## src/rtl/approximate_adder_8bit.sv

```systemverilog
// 8-bit lower-part-OR approximate adder with a one-cycle registered result.
// Low APPROX_BITS bits use a carry-free OR; the upper bits ripple from a single carry guess.
module approximate_adder_8bit #(
  parameter int unsigned APPROX_BITS = 4
) (
  input  logic       clk,
  input  logic       rst,
  input  logic       in_valid,
  input  logic [7:0] A,
  input  logic [7:0] B,
  input  logic       cin,
  output logic [7:0] sum,
  output logic       cout,
  output logic       out_valid
);

  localparam int unsigned K = APPROX_BITS;

  logic [7:0] sum_calc;
  logic [8:K] carry;
  logic [7:0] sum_d, sum_q;
  logic       cout_d, cout_q;
  logic       valid_d, valid_q;

  // Lower part: plain OR, no carry chain; cin folds into bit 0.
  for (genvar i = 0; i < K; i++) begin : g_lower
    if (i == 0) begin : g_bit0
      assign sum_calc[i] = A[i] | B[i] | cin;
    end else begin : g_bitn
      assign sum_calc[i] = A[i] | B[i];
    end
  end

  // Seed of the exact upper part: cin for the fully exact case, otherwise the guess
  // that the top approximate bit pair would have generated a carry.
  if (K == 0) begin : g_seed_cin
    assign carry[0] = cin;
  end else begin : g_seed_guess
    assign carry[K] = A[K-1] & B[K-1];
  end

  for (genvar i = K; i < 8; i++) begin : g_upper
    assign sum_calc[i] = A[i] ^ B[i] ^ carry[i];
    assign carry[i+1]  = (A[i] & B[i]) | (A[i] & carry[i]) | (B[i] & carry[i]);
  end

  always_comb begin
    sum_d   = sum_q;
    cout_d  = cout_q;
    valid_d = in_valid;
    if (in_valid) begin
      sum_d  = sum_calc;
      cout_d = carry[8];
    end
  end

  // Reset wins over a simultaneous valid capture.
  always_ff @(posedge clk) begin
    if (rst) begin
      sum_q   <= 8'd0;
      cout_q  <= 1'b0;
      valid_q <= 1'b0;
    end else begin
      sum_q   <= sum_d;
      cout_q  <= cout_d;
      valid_q <= valid_d;
    end
  end

  assign sum       = sum_q;
  assign cout      = cout_q;
  assign out_valid = valid_q;

endmodule

```

## config.mk

```make
export PLATFORM = sky130hd
export DESIGN_NAME = approximate_adder_8bit
export DESIGN_NICKNAME = d
export VERILOG_FILES = /design/src/rtl/approximate_adder_8bit.sv
export SDC_FILE = /design/constraint.sdc
export NUM_CORES = 1
export LEC_CHECK = 0
export BUFFER_PORTS_ARGS = -buffer_cell sky130_fd_sc_hd__buf_4
export CORE_AREA = 4 4 41 43
export CTS_BUF_LIST = sky130_fd_sc_hd__clkbuf_4
export DETAILED_ROUTE_END_ITERATION = 10
export DIE_AREA = 0 0 45 47
export PLACE_DENSITY = 0.69
export SLEW_MARGIN = 20
export SYNTH_ARGS = -nofsm -noshare
export SYNTH_HDL_FRONTEND = slang
export SYNTH_SLANG_ARGS = --single-unit
```

## constraint.sdc

```tcl
create_clock -name clk -period 3.24 [get_ports clk]
set_input_delay 0.486 -clock clk [delete_from_list [all_inputs] [get_ports clk]]
set_output_delay 0.486 -clock clk [all_outputs]
set_load 0.005 [all_outputs]
```

==> impl_metrics.py, run 1 <==
metrics = {
    "placement": {
        "dp_cells": 85,
        "dp_hpwl_um": 840,
        "dp_slack_ns": 0.560,
        "io_buffers": 29,
        "place.gp.congestion": 0.620,
    },
    "cells_and_area": {
        "final_nets": 99,
        "layout.cells.non_filler": 88,
        "fill_cells": 132,
        "antennaDiodeCount": 0,
        "syn_to_final_growth_pct": 47.2,
        "final_util": 0.537,
        "multi_input_area_um2": 228,
        "drive_gt1_frac": 0.466,
        "seqCellArea_um2": 200,
    },
    "cts": {
        "path_clk_slew_ns": 0.06,
        "cts_tree": "yes",
        "cts_resized": 0,
        "clkSinkCount": 10,
        "cts_hold_buf": 0,
        "cts_buffer_depth": 2,
        "cts_buffers": 3,
        "cts_root_buf": "clkbuf_4",
        "cts_setup_buffers": 0,
        "worstSkewPairLatency_ns": 0.26,
        "htree_levels": 1,
    },
    "detailed_routing": {
        "drtIter0Drc": 1,
        "vias_per_cell": 4.58,
        "first_pass_iters": 2,
        "drtAntennaViolNets": 0,
        "drc": 0,
        "num_vias": 403,
        "wl_per_cell_um": 11.5,
        "routed_wl_um": 1020,
    },
    "synthesis": {
        "synth-seq-cells": 10,
        "netlist_instances": 44,
        "yosys-mux-area-fraction": 0.0633,
        "yosysSeqAreaShare": 0.422,
        "ys_types": 13,
        "synthSimpleGateAreaFrac": 0.132,
        "yosysWarnings": 0,
        "synth_nets": 68,
        "syn_area_um2": 474,
        "synth.avg_cell_area_um2": 10.8,
        "synthAdderAreaFrac": 0.169,
        "synthXorXnorAreaFrac": 0,
        "synth_top_family_by_area": "adder cells",
        "synth_compound_area_frac": 0.116,
    },
    "global_routing": {
        "global_route.overflow_total": 0,
        "gr-usage-all-layers": 0.103,
        "grt_pass1_vias": 376,
        "grt_antenna_before_repair": 0,
        "grt_pass1_wl_um": 1490,
        "grt_max_degree": 17,
    },
    "setup_path": {
        "path_max_fanout": 2,
        "path_buf_inv": 2,
        "rrSetupSlack_ns": 2.54,
        "path_delay_family": "adder cells",
        "cp.arrival_ns": 2.57,
        "critPathMaxStageDelay_ns": 0.42,
        "crit_required_ns": 3.42,
        "startpoint_type": "input pin",
        "crit_path_end_kind": "flip-flop",
        "crit_chain": "buf_4 > and2_1 > fa_1 > fa_1 > fa_1 > inv_1 > fa_1 > a211oi_2",
        "cp_slowest_cell": "fa_1",
        "crit_top_cell": "fa_1",
        "critical_path_class": "input pin to flip-flop",
    },
    "floorplanning": {
        "row_count": 13,
        "die_x_um": 45,
        "core-area_um2": 1300,
        "dieHeight_um": 47,
        "die_area_um2": 2120,
        "start_util": 0.364,
        "ios": 30,
    },
    "flow_run": {
        "maxCapViolations": 0,
    },
    "hold_path": {
        "hp-class": "flip-flop to flip-flop",
    },
    "timing": {
        "tns_ns": 0,
        "slew_violations": 0,
        "period_needed_ns": 2.39,
        "hold_viol_final": 0,
        "period_share": 0.738,
        "clock.fmax_mhz": 418,
        "timing.final.ws_setup_ns": 0.850,
        "rsz0062_at_grt": "false",
        "worst_slew_pin_slew_ns": 0.208,
        "setup_viol_count_final": 0,
        "relSlewSlack": 0.861,
        "skew_ns": 0,
    },
    "power": {
        "p_leak_nw": 0.341,
        "ir_drop_mv": 0.223,
        "p_total_mw": 0.285,
        "cellPowerDensity_nw_per_um2": 408,
    },
    "status": {
        "status": "finished, final reports clean",
    },
}
==> Yosys cell counts <==
master	n	area share
buf_6	1	0.024
inv_1	3	0.024
nor2_1	12	0.095
dfxtp_1	10	0.42
buf_12	1	0.042
fa_1	4	0.17
mux2i_1	3	0.063
a211oi_2	2	0.053
nor2b_1	1	0.013
nor3_1	1	0.011
and2_1	1	0.013
a211oi_1	4	0.063
clkbuf_1	1	0.0079
==> final cells by class <==
class	count	area share
well taps	15	0.0269
flip-flops and latches	10	0.287
multi-input cells	28	0.326
inverters	3	0.0161
clock buffers	3	0.0323
repair buffers	29	0.312
==> metrics by stage <==
step / hold slack [ns] / cell area [um2]
final: 0.487 / 698
after global routing: 0.471 / 698
after CTS: 0.476 / 698
after detailed placement: 0.482 / 676
after global placement: 0.476 / 676
after floorplan: 0.478 / 474
==> per-layer routing <==
layer / part of all wire / wire (um) / track usage
met2: 0.53 / 534 / 0.175
met4: 0.019 / 19 / 0.0702
met3: 0.094 / 95 / 0.0345
met5: 0 / 0 / 0
met1: 0.36 / 365 / 0.107
==> flip-flops by register name, summed over array words and instances, names as in the netlist <==
| name | count |
|---|---|
| cout | 1 |
| out_valid | 1 |
| sum | 8 |
==> logic make-up after synthesis <==
family,after synthesis
buffers and inverters,6
muxes,3
adders and majority gates,4
and+or+nand+nor,15
DFF,10
AOI/OAI and AO/OA,6
==> layout by cell type, fill, tap and decap left out <==
| cell | instances |
|---|---|
| a211oi_1 | 4 |
| clkbuf_4 | 3 |
| a211oi_2 | 2 |
| nor2b_1 | 1 |
| and2_1 | 1 |
| buf_4 | 29 |
| fa_1 | 4 |
| inv_1 | 3 |
| nor3_1 | 1 |
| mux2i_1 | 3 |
| nor2_1 | 12 |
| dfxtp_1 | 10 |
==> final timing paths <==
path	from	endpoint	depth (start not counted)
max	A[3]	sum[7]$_SDFFE_PP0P_	8
min	sum[2]$_SDFFE_PP0P_	sum[2]$_SDFFE_PP0P_	2
max reg2reg	sum[0]$_SDFFE_PP0P_	sum[0]$_SDFFE_PP0P_	2
min reg2reg	sum[2]$_SDFFE_PP0P_	sum[2]$_SDFFE_PP0P_	2
==> power breakdown <==
part	internal [mW]	switching [mW]	leakage, nW
Clock	0.0426	0.0372	0.0138
Combinational	0.0404	0.0263	0.244
Sequential	0.134	0.00509	0.0832
Total	0.217	0.0685	0.341
==> worst min-delay path: cells and delay by family (launching register included) <==
kind	cells	cell delay, ns
compound gates	1	0.05
flops	1	0.31
simple gates	1	0.08
(Power assumes the default switching activity.)
==> run 2, diff against run 1 <==
--- a/config.mk
+++ b/config.mk
@@ -5,12 +5,13 @@
 export SDC_FILE = /design/constraint.sdc
 export NUM_CORES = 1
 export LEC_CHECK = 0
+export ABC_AREA = 1
 export BUFFER_PORTS_ARGS = -buffer_cell sky130_fd_sc_hd__buf_4
 export CORE_AREA = 4 4 41 43
 export CTS_BUF_LIST = sky130_fd_sc_hd__clkbuf_4
 export DETAILED_ROUTE_END_ITERATION = 10
 export DIE_AREA = 0 0 45 47
-export PLACE_DENSITY = 0.69
+export PLACE_DENSITY = 0.7
 export SLEW_MARGIN = 20
 export SYNTH_ARGS = -nofsm -noshare
 export SYNTH_HDL_FRONTEND = slang
==> constraint.sdc (replaced) <==
create_clock -name clk -period 2.3 [get_ports clk]
set_input_delay 0.345 -clock clk [delete_from_list [all_inputs] [get_ports clk]]
set_output_delay 0.345 -clock clk [all_outputs]
set_load 0.005 [all_outputs]
==> impl_metrics.py, run 2 <==
metrics = {
    "floorplanning": {
        "row_count": 13,
        "start_util": 0.372,
        "die_area_um2": 2120,
        "core-area_um2": 1300,
        "dieHeight_um": 47,
        "die_x_um": 45,
        "ios": 30,
    },
    "setup_path": {
        "r2r_start": "sum[2]$_SDFFE_PP0P_",
        "crit_chain": "buf_4 > nand2_1 > inv_1 > fa_2 > fa_1 > fa_1 > inv_1 > fa_1 > nand2_1 > nand2_1 > nor2_1",
        "crit_path_end_kind": "flip-flop",
        "startpoint_type": "input pin",
        "worst_r2r_path_depth": 2,
        "crit_required_ns": 2.50,
        "cp_slowest_cell": "fa_1",
        "critPathMaxStageDelay_ns": 0.41,
        "path_delay_family": "adder cells",
        "r2r_end": "sum[2]$_SDFFE_PP0P_",
        "critical_path_class": "input pin to flip-flop",
        "cp.arrival_ns": 2.34,
        "rrSetupSlack_ns": 1.66,
        "path_buf_inv": 3,
        "path_max_fanout": 2,
    },
    "synthesis": {
        "synth_edf_count": 0,
        "synth_compound_area_frac": 0.0801,
        "synth.avg_cell_area_um2": 7.69,
        "yosysSeqAreaShare": 0.413,
        "yosysTopAreaCellShare": 0.413,
        "synth_common_cells": "19 x nor2_1, 12 x inv_1, 10 x dfxtp_1, 10 x nand2_1",
        "netlist_instances": 63,
        "synth_top_area_cell": "dfxtp_1",
        "synth_most_common_cell": "nor2_1",
        "synth_top_family_by_area": "simple AND/OR/NAND/NOR gates",
        "synthXorXnorAreaFrac": 0,
        "synth-seq-cells": 10,
        "synth_area_leaders": "dfxtp_1 41%, fa_1 17%, nor2_1 15%",
        "synth_nets": 87,
        "synthAdderAreaFrac": 0.165,
        "yosysWarnings": 0,
        "synthSimpleGateAreaFrac": 0.225,
        "async_reset_ff_frac": 0,
        "ys_types": 9,
        "ys.flop_type": "dfxtp_1",
        "syn_area_um2": 484,
        "yosys-mux-area-fraction": 0,
    },
    "cts": {
        "cts_setup_buffers": 0,
        "clkSinkCount": 10,
        "cts_buffers": 3,
        "cts_hold_buf": 0,
        "htree_levels": 1,
        "cts_buffer_depth": 2,
        "worstSkewPairLatency_ns": 0.27,
        "cts_tree": "yes",
        "path_clk_slew_ns": 0.07,
        "cts_root_buf": "clkbuf_4",
    },
    "timing": {
        "tns_ns": 0,
        "clock.fmax_mhz": 468,
        "rsz0062_at_grt": "false",
        "relSlewSlack": 0.813,
        "period_share": 0.930,
        "hold_viol_final": 0,
        "worst_slew_pin_slew_ns": 0.280,
        "skew_ns": 0,
        "setup_viol_count_final": 0,
        "slew_violations": 0,
        "period_needed_ns": 2.14,
    },
    "global_routing": {
        "grt_antenna_before_repair": 0,
        "busiest_layer": "met2",
        "grt_max_degree": 17,
        "global_route.overflow_total": 0,
        "gr-usage-all-layers": 0.135,
        "met2_usage": 0.240,
        "use_met3": 0.0498,
        "grt_pass1_wl_um": 1990,
        "grt_pass1_vias": 462,
        "met1_usage": 0.147,
    },
    "power": {
        "ir_drop_mv": 0.336,
        "p_sw_frac": 0.267,
        "seq_power_share": 0.466,
        "p_switching_mw": 0.112,
        "p_total_mw": 0.418,
        "p_int_mw": 0.306,
        "p_leak_nw": 0.413,
        "comb_power_share": 0.232,
        "clock_power_share": 0.301,
        "cellPowerDensity_nw_per_um2": 561,
    },
    "cells_and_area": {
        "final_nets": 121,
        "antennaDiodeCount": 0,
        "syn_to_final_growth_pct": 54.0,
        "final_util": 0.573,
        "final_common_cell": "buf_4",
        "largest_register_ffs": 8,
        "layout.cells.non_filler": 111,
        "final_cell_mix": "30 x buf_4, 19 x nor2_1, 12 x inv_1",
        "drive_gt1_frac": 0.365,
    },
    "detailed_routing": {
        "routed_wl_um": 1250,
        "wl_per_cell_um": 11.2,
        "first_pass_iters": 4,
        "vias_per_cell": 4.43,
        "drtIter0Drc": 11,
        "drtAntennaViolNets": 0,
        "drc": 0,
        "num_vias": 492,
    },
    "hold_path": {
        "whs_endpoint": "out_valid$_SDFF_PP0_",
        "min_delay_path_depth": 2,
        "hp-class": "input pin to flip-flop",
        "worstHoldStart": "rst",
    },
    "flow_run": {
        "maxCapViolations": 0,
    },
    "placement": {
        "dp_hpwl_um": 998,
        "place.gp.congestion": 0.641,
        "dp_cells": 107,
        "io_buffers": 29,
    },
    "status": {
        "status": "finished, final reports clean",
    },
}
[run 2: final cells by class]
cell class,count,area (um2)
clock inverter,1,3.75
fill,133,556
timing repair buffer,30,225
tap,15,18.8
multi-input combinational,40,230
sequential,10,200
inverter,12,45.0
clock buffer,3,22.5
[run 2: how the worst max path moves through the flow]
stage                     from                  end  cells after the start  slack [ns]
after floorplan           A[3]  sum[7]$_SDFFE_PP0P_                     10        0.07
after global placement    A[3]  sum[7]$_SDFFE_PP0P_                     11       -0.11
after detailed placement  A[3]  sum[7]$_SDFFE_PP0P_                     11       -0.18
after CTS                 A[3]  sum[7]$_SDFFE_PP0P_                     11        0.09
after global routing      A[3]  sum[7]$_SDFFE_PP0P_                     11        0.05
final                     A[3]  sum[7]$_SDFFE_PP0P_                     11        0.16
[run 2: cell families (layout without fill, tap and decap cells)]
| logic type | after synthesis | count (layout) |
|---|---|---|
| buf+inv | 13 | 46 |
| flops | 10 | 10 |
| fa+ha+maj | 4 | 4 |
| compound gates | 7 | 7 |
| simple gates | 29 | 29 |
[run 2: power groups by stage]
| stage | combinational (mW) | sequential (mW) | clock, mW |
|---|---|---|---|
| 2_1_floorplan | 0.0383 | 0.200 | 0 |
| 3_3_place_gp | 0.0941 | 0.198 | 0 |
| 3_5_place_dp | 0.0981 | 0.199 | 0 |
| 4_1_cts | 0.0985 | 0.195 | 0.129 |
| 5_1_grt | 0.113 | 0.197 | 0.137 |
| 6_report | 0.0972 | 0.195 | 0.126 |
[run 2: layer usage]
metal  up-vias  wire length, um
met2        19              688
met4         0               10
met5         -                0
met3         2              103
li1        252                -
met1       219              444
[run 2: worst register-to-register path, stage by stage (launching register included)]
cell and delay (ns):
dfxtp_1 0.32, o21ai_0 0.14, nor2_1 0.07
[run 2: metrics by stage]
| step | hold slack, ns | instance area [um2] | setup slack, ns |
|---|---|---|---|
| floorplan | 0.417 | 484 | 0.0725 |
| global placement | 0.466 | 717 | -0.105 |
| detailed placement | 0.474 | 717 | -0.184 |
| CTS | 0.235 | 743 | 0.0867 |
| global route | 0.238 | 746 | 0.0530 |
| finish | 0.237 | 746 | 0.162 |
[run 2: timing repair]
action | in CTS | in global routing
hold endpoints to repair | 0 | 0
endpoints found under the setup margin | 0 | 1
gates resized for setup | 0 | 1
==> run 3, diff against run 2 <==
--- a/config.mk
+++ b/config.mk
@@ -7,11 +7,13 @@
 export LEC_CHECK = 0
 export ABC_AREA = 1
 export BUFFER_PORTS_ARGS = -buffer_cell sky130_fd_sc_hd__buf_4
-export CORE_AREA = 4 4 41 43
+export CELL_PAD_IN_SITES_DETAIL_PLACEMENT = 1
+export CELL_PAD_IN_SITES_GLOBAL_PLACEMENT = 1
+export CORE_AREA = 4 4 54 44
 export CTS_BUF_LIST = sky130_fd_sc_hd__clkbuf_4
 export DETAILED_ROUTE_END_ITERATION = 10
-export DIE_AREA = 0 0 45 47
-export PLACE_DENSITY = 0.7
+export DIE_AREA = 0 0 58 48
+export PLACE_DENSITY_LB_ADDON = 0.1
 export SLEW_MARGIN = 20
 export SYNTH_ARGS = -nofsm -noshare
 export SYNTH_HDL_FRONTEND = slang
==> impl_metrics.py, run 3 (same netlist as run 2, synthesis figures left out) <==
metrics = {
    "status": {
        "status": "finished, final reports clean",
    },
    "floorplanning": {
        "ios": 30,
        "die_area_um2": 2780,
        "core-area_um2": 1890,
        "row_count": 14,
        "dieHeight_um": 48,
        "die_x_um": 58,
        "start_util": 0.256,
    },
    "placement": {
        "dpl-instance-area_um2": 721,
        "dp_hpwl_um": 997,
        "place.gp.congestion": 0.638,
        "io_buffers": 29,
    },
    "cells_and_area": {
        "final_util": 0.393,
        "syn_to_final_growth_pct": 53.5,
        "final_common_cell": "buf_4",
        "finish.instance_area_um2": 743,
        "drive_gt1_frac": 0.351,
        "final_nets": 120,
        "final_cell_mix": "29 x buf_4, 19 x nor2_1, 12 x inv_1",
        "largest_register_ffs": 8,
        "antennaDiodeCount": 0,
    },
    "hold_path": {
        "whs_endpoint": "out_valid$_SDFF_PP0_",
        "worstHoldStart": "rst",
        "min_delay_path_depth": 2,
        "hp-class": "input pin to flip-flop",
    },
    "setup_path": {
        "critical_path_class": "input pin to flip-flop",
        "rrSetupSlack_ns": 1.67,
        "crit_required_ns": 2.50,
        "startpoint_type": "input pin",
        "worst_r2r_path_depth": 2,
        "crit_path_end_kind": "flip-flop",
        "r2r_start": "sum[0]$_SDFFE_PP0P_",
        "cp.arrival_ns": 2.36,
        "r2r_end": "sum[0]$_SDFFE_PP0P_",
        "path_max_fanout": 2,
        "startpoint": "A[3]",
    },
    "cts": {
        "cts_hold_buf": 0,
        "cts_setup_buffers": 0,
        "clkSinkCount": 10,
        "htree_levels": 1,
        "cts_buffers": 3,
        "cts_buffer_depth": 2,
        "worstSkewPairLatency_ns": 0.26,
        "cts_tree": "yes",
        "path_clk_slew_ns": 0.06,
        "cts_resized": 0,
        "cts_root_buf": "clkbuf_4",
    },
    "detailed_routing": {
        "vias_per_cell": 4.29,
        "routed_wl_um": 1200,
        "first_pass_iters": 3,
        "num_vias": 506,
        "wl_per_cell_um": 10.2,
        "drtAntennaViolNets": 0,
        "drc": 0,
        "drtIter0Drc": 11,
    },
    "timing": {
        "relSlewSlack": 0.818,
        "skew_ns": 0,
        "worst_slew_pin_slew_ns": 0.273,
        "period_needed_ns": 2.15,
        "rsz0062_at_grt": "false",
        "slew_violations": 0,
        "setup_viol_count_final": 0,
        "hold_viol_final": 0,
        "period_share": 0.935,
        "clock.fmax_mhz": 465,
    },
    "global_routing": {
        "grt_pass1_wl_um": 1900,
        "grt_pass1_vias": 476,
        "grt_max_degree": 17,
        "global_route.overflow_total": 0,
        "grt_antenna_before_repair": 0,
        "gr-usage-all-layers": 0.101,
    },
    "power": {
        "cellPowerDensity_nw_per_um2": 546,
        "ir_drop_mv": 0.301,
        "p_leak_nw": 0.407,
    },
    "flow_run": {
        "maxCapViolations": 0,
    },
}
run 3: layout make-up:
type,count,area [um2]
fill,249,1150
multi-input combinational,40,228
timing repair buffer,29,218
sequential,10,200
inverter,12,45.0
tap,24,30.0
clock buffer,3,22.5
run 3: worst max path at each step:
| stage | end | slack [ns] |
|---|---|---|
| final | sum[7]$_SDFFE_PP0P_ | 0.15 |
| after detailed placement | sum[7]$_SDFFE_PP0P_ | -0.15 |
| after CTS | sum[7]$_SDFFE_PP0P_ | 0.13 |
| after global routing | sum[7]$_SDFFE_PP0P_ | 0.03 |
| after global placement | sum[7]$_SDFFE_PP0P_ | -0.12 |
| after floorplan | sum[7]$_SDFFE_PP0P_ | 0.07 |
run 3: metrics by stage:
| stage | cells | hold slack (ns) | total power, mW | TNS, ns | worst slack, ns |
|---|---|---|---|---|---|
| CTS | 118 | 0.235 | 0.416 | 0 | 0.127 |
| floorplan | 63 | 0.417 | 0.238 | 0 | 0.0725 |
| global placement | 115 | 0.473 | 0.292 | -0.122 | -0.122 |
| detailed placement | 115 | 0.474 | 0.295 | -0.151 | -0.151 |
| global route | 118 | 0.229 | 0.442 | 0 | 0.0257 |
| finish | 118 | 0.243 | 0.406 | 0 | 0.149 |
run 3: critical path, stage by stage:
cell and delay [ns]:
buf_4 0.11, nand2_1 0.05, inv_1 0.04, fa_1 0.37, fa_1 0.39, fa_1 0.36
inv_1 0.07, fa_1 0.40, nand2_1 0.07, nand2_1 0.05, nor2_1 0.08
run 3: layer usage:
layer  part of all wire  global-route usage  up-vias
met4              0.020              0.0694        0
met3               0.11              0.0620        4
met5                  0                   0        -
li1                   -                   -      247
met2               0.53               0.187       17
met1               0.34              0.0820      238
run 3: power by group:
part	internal [mW]	switching, mW	total [mW]
combinational	0.0543	0.0390	0.0933
sequential	0.188	0.00726	0.195
clock	0.0604	0.0574	0.118
total	0.302	0.104	0.406
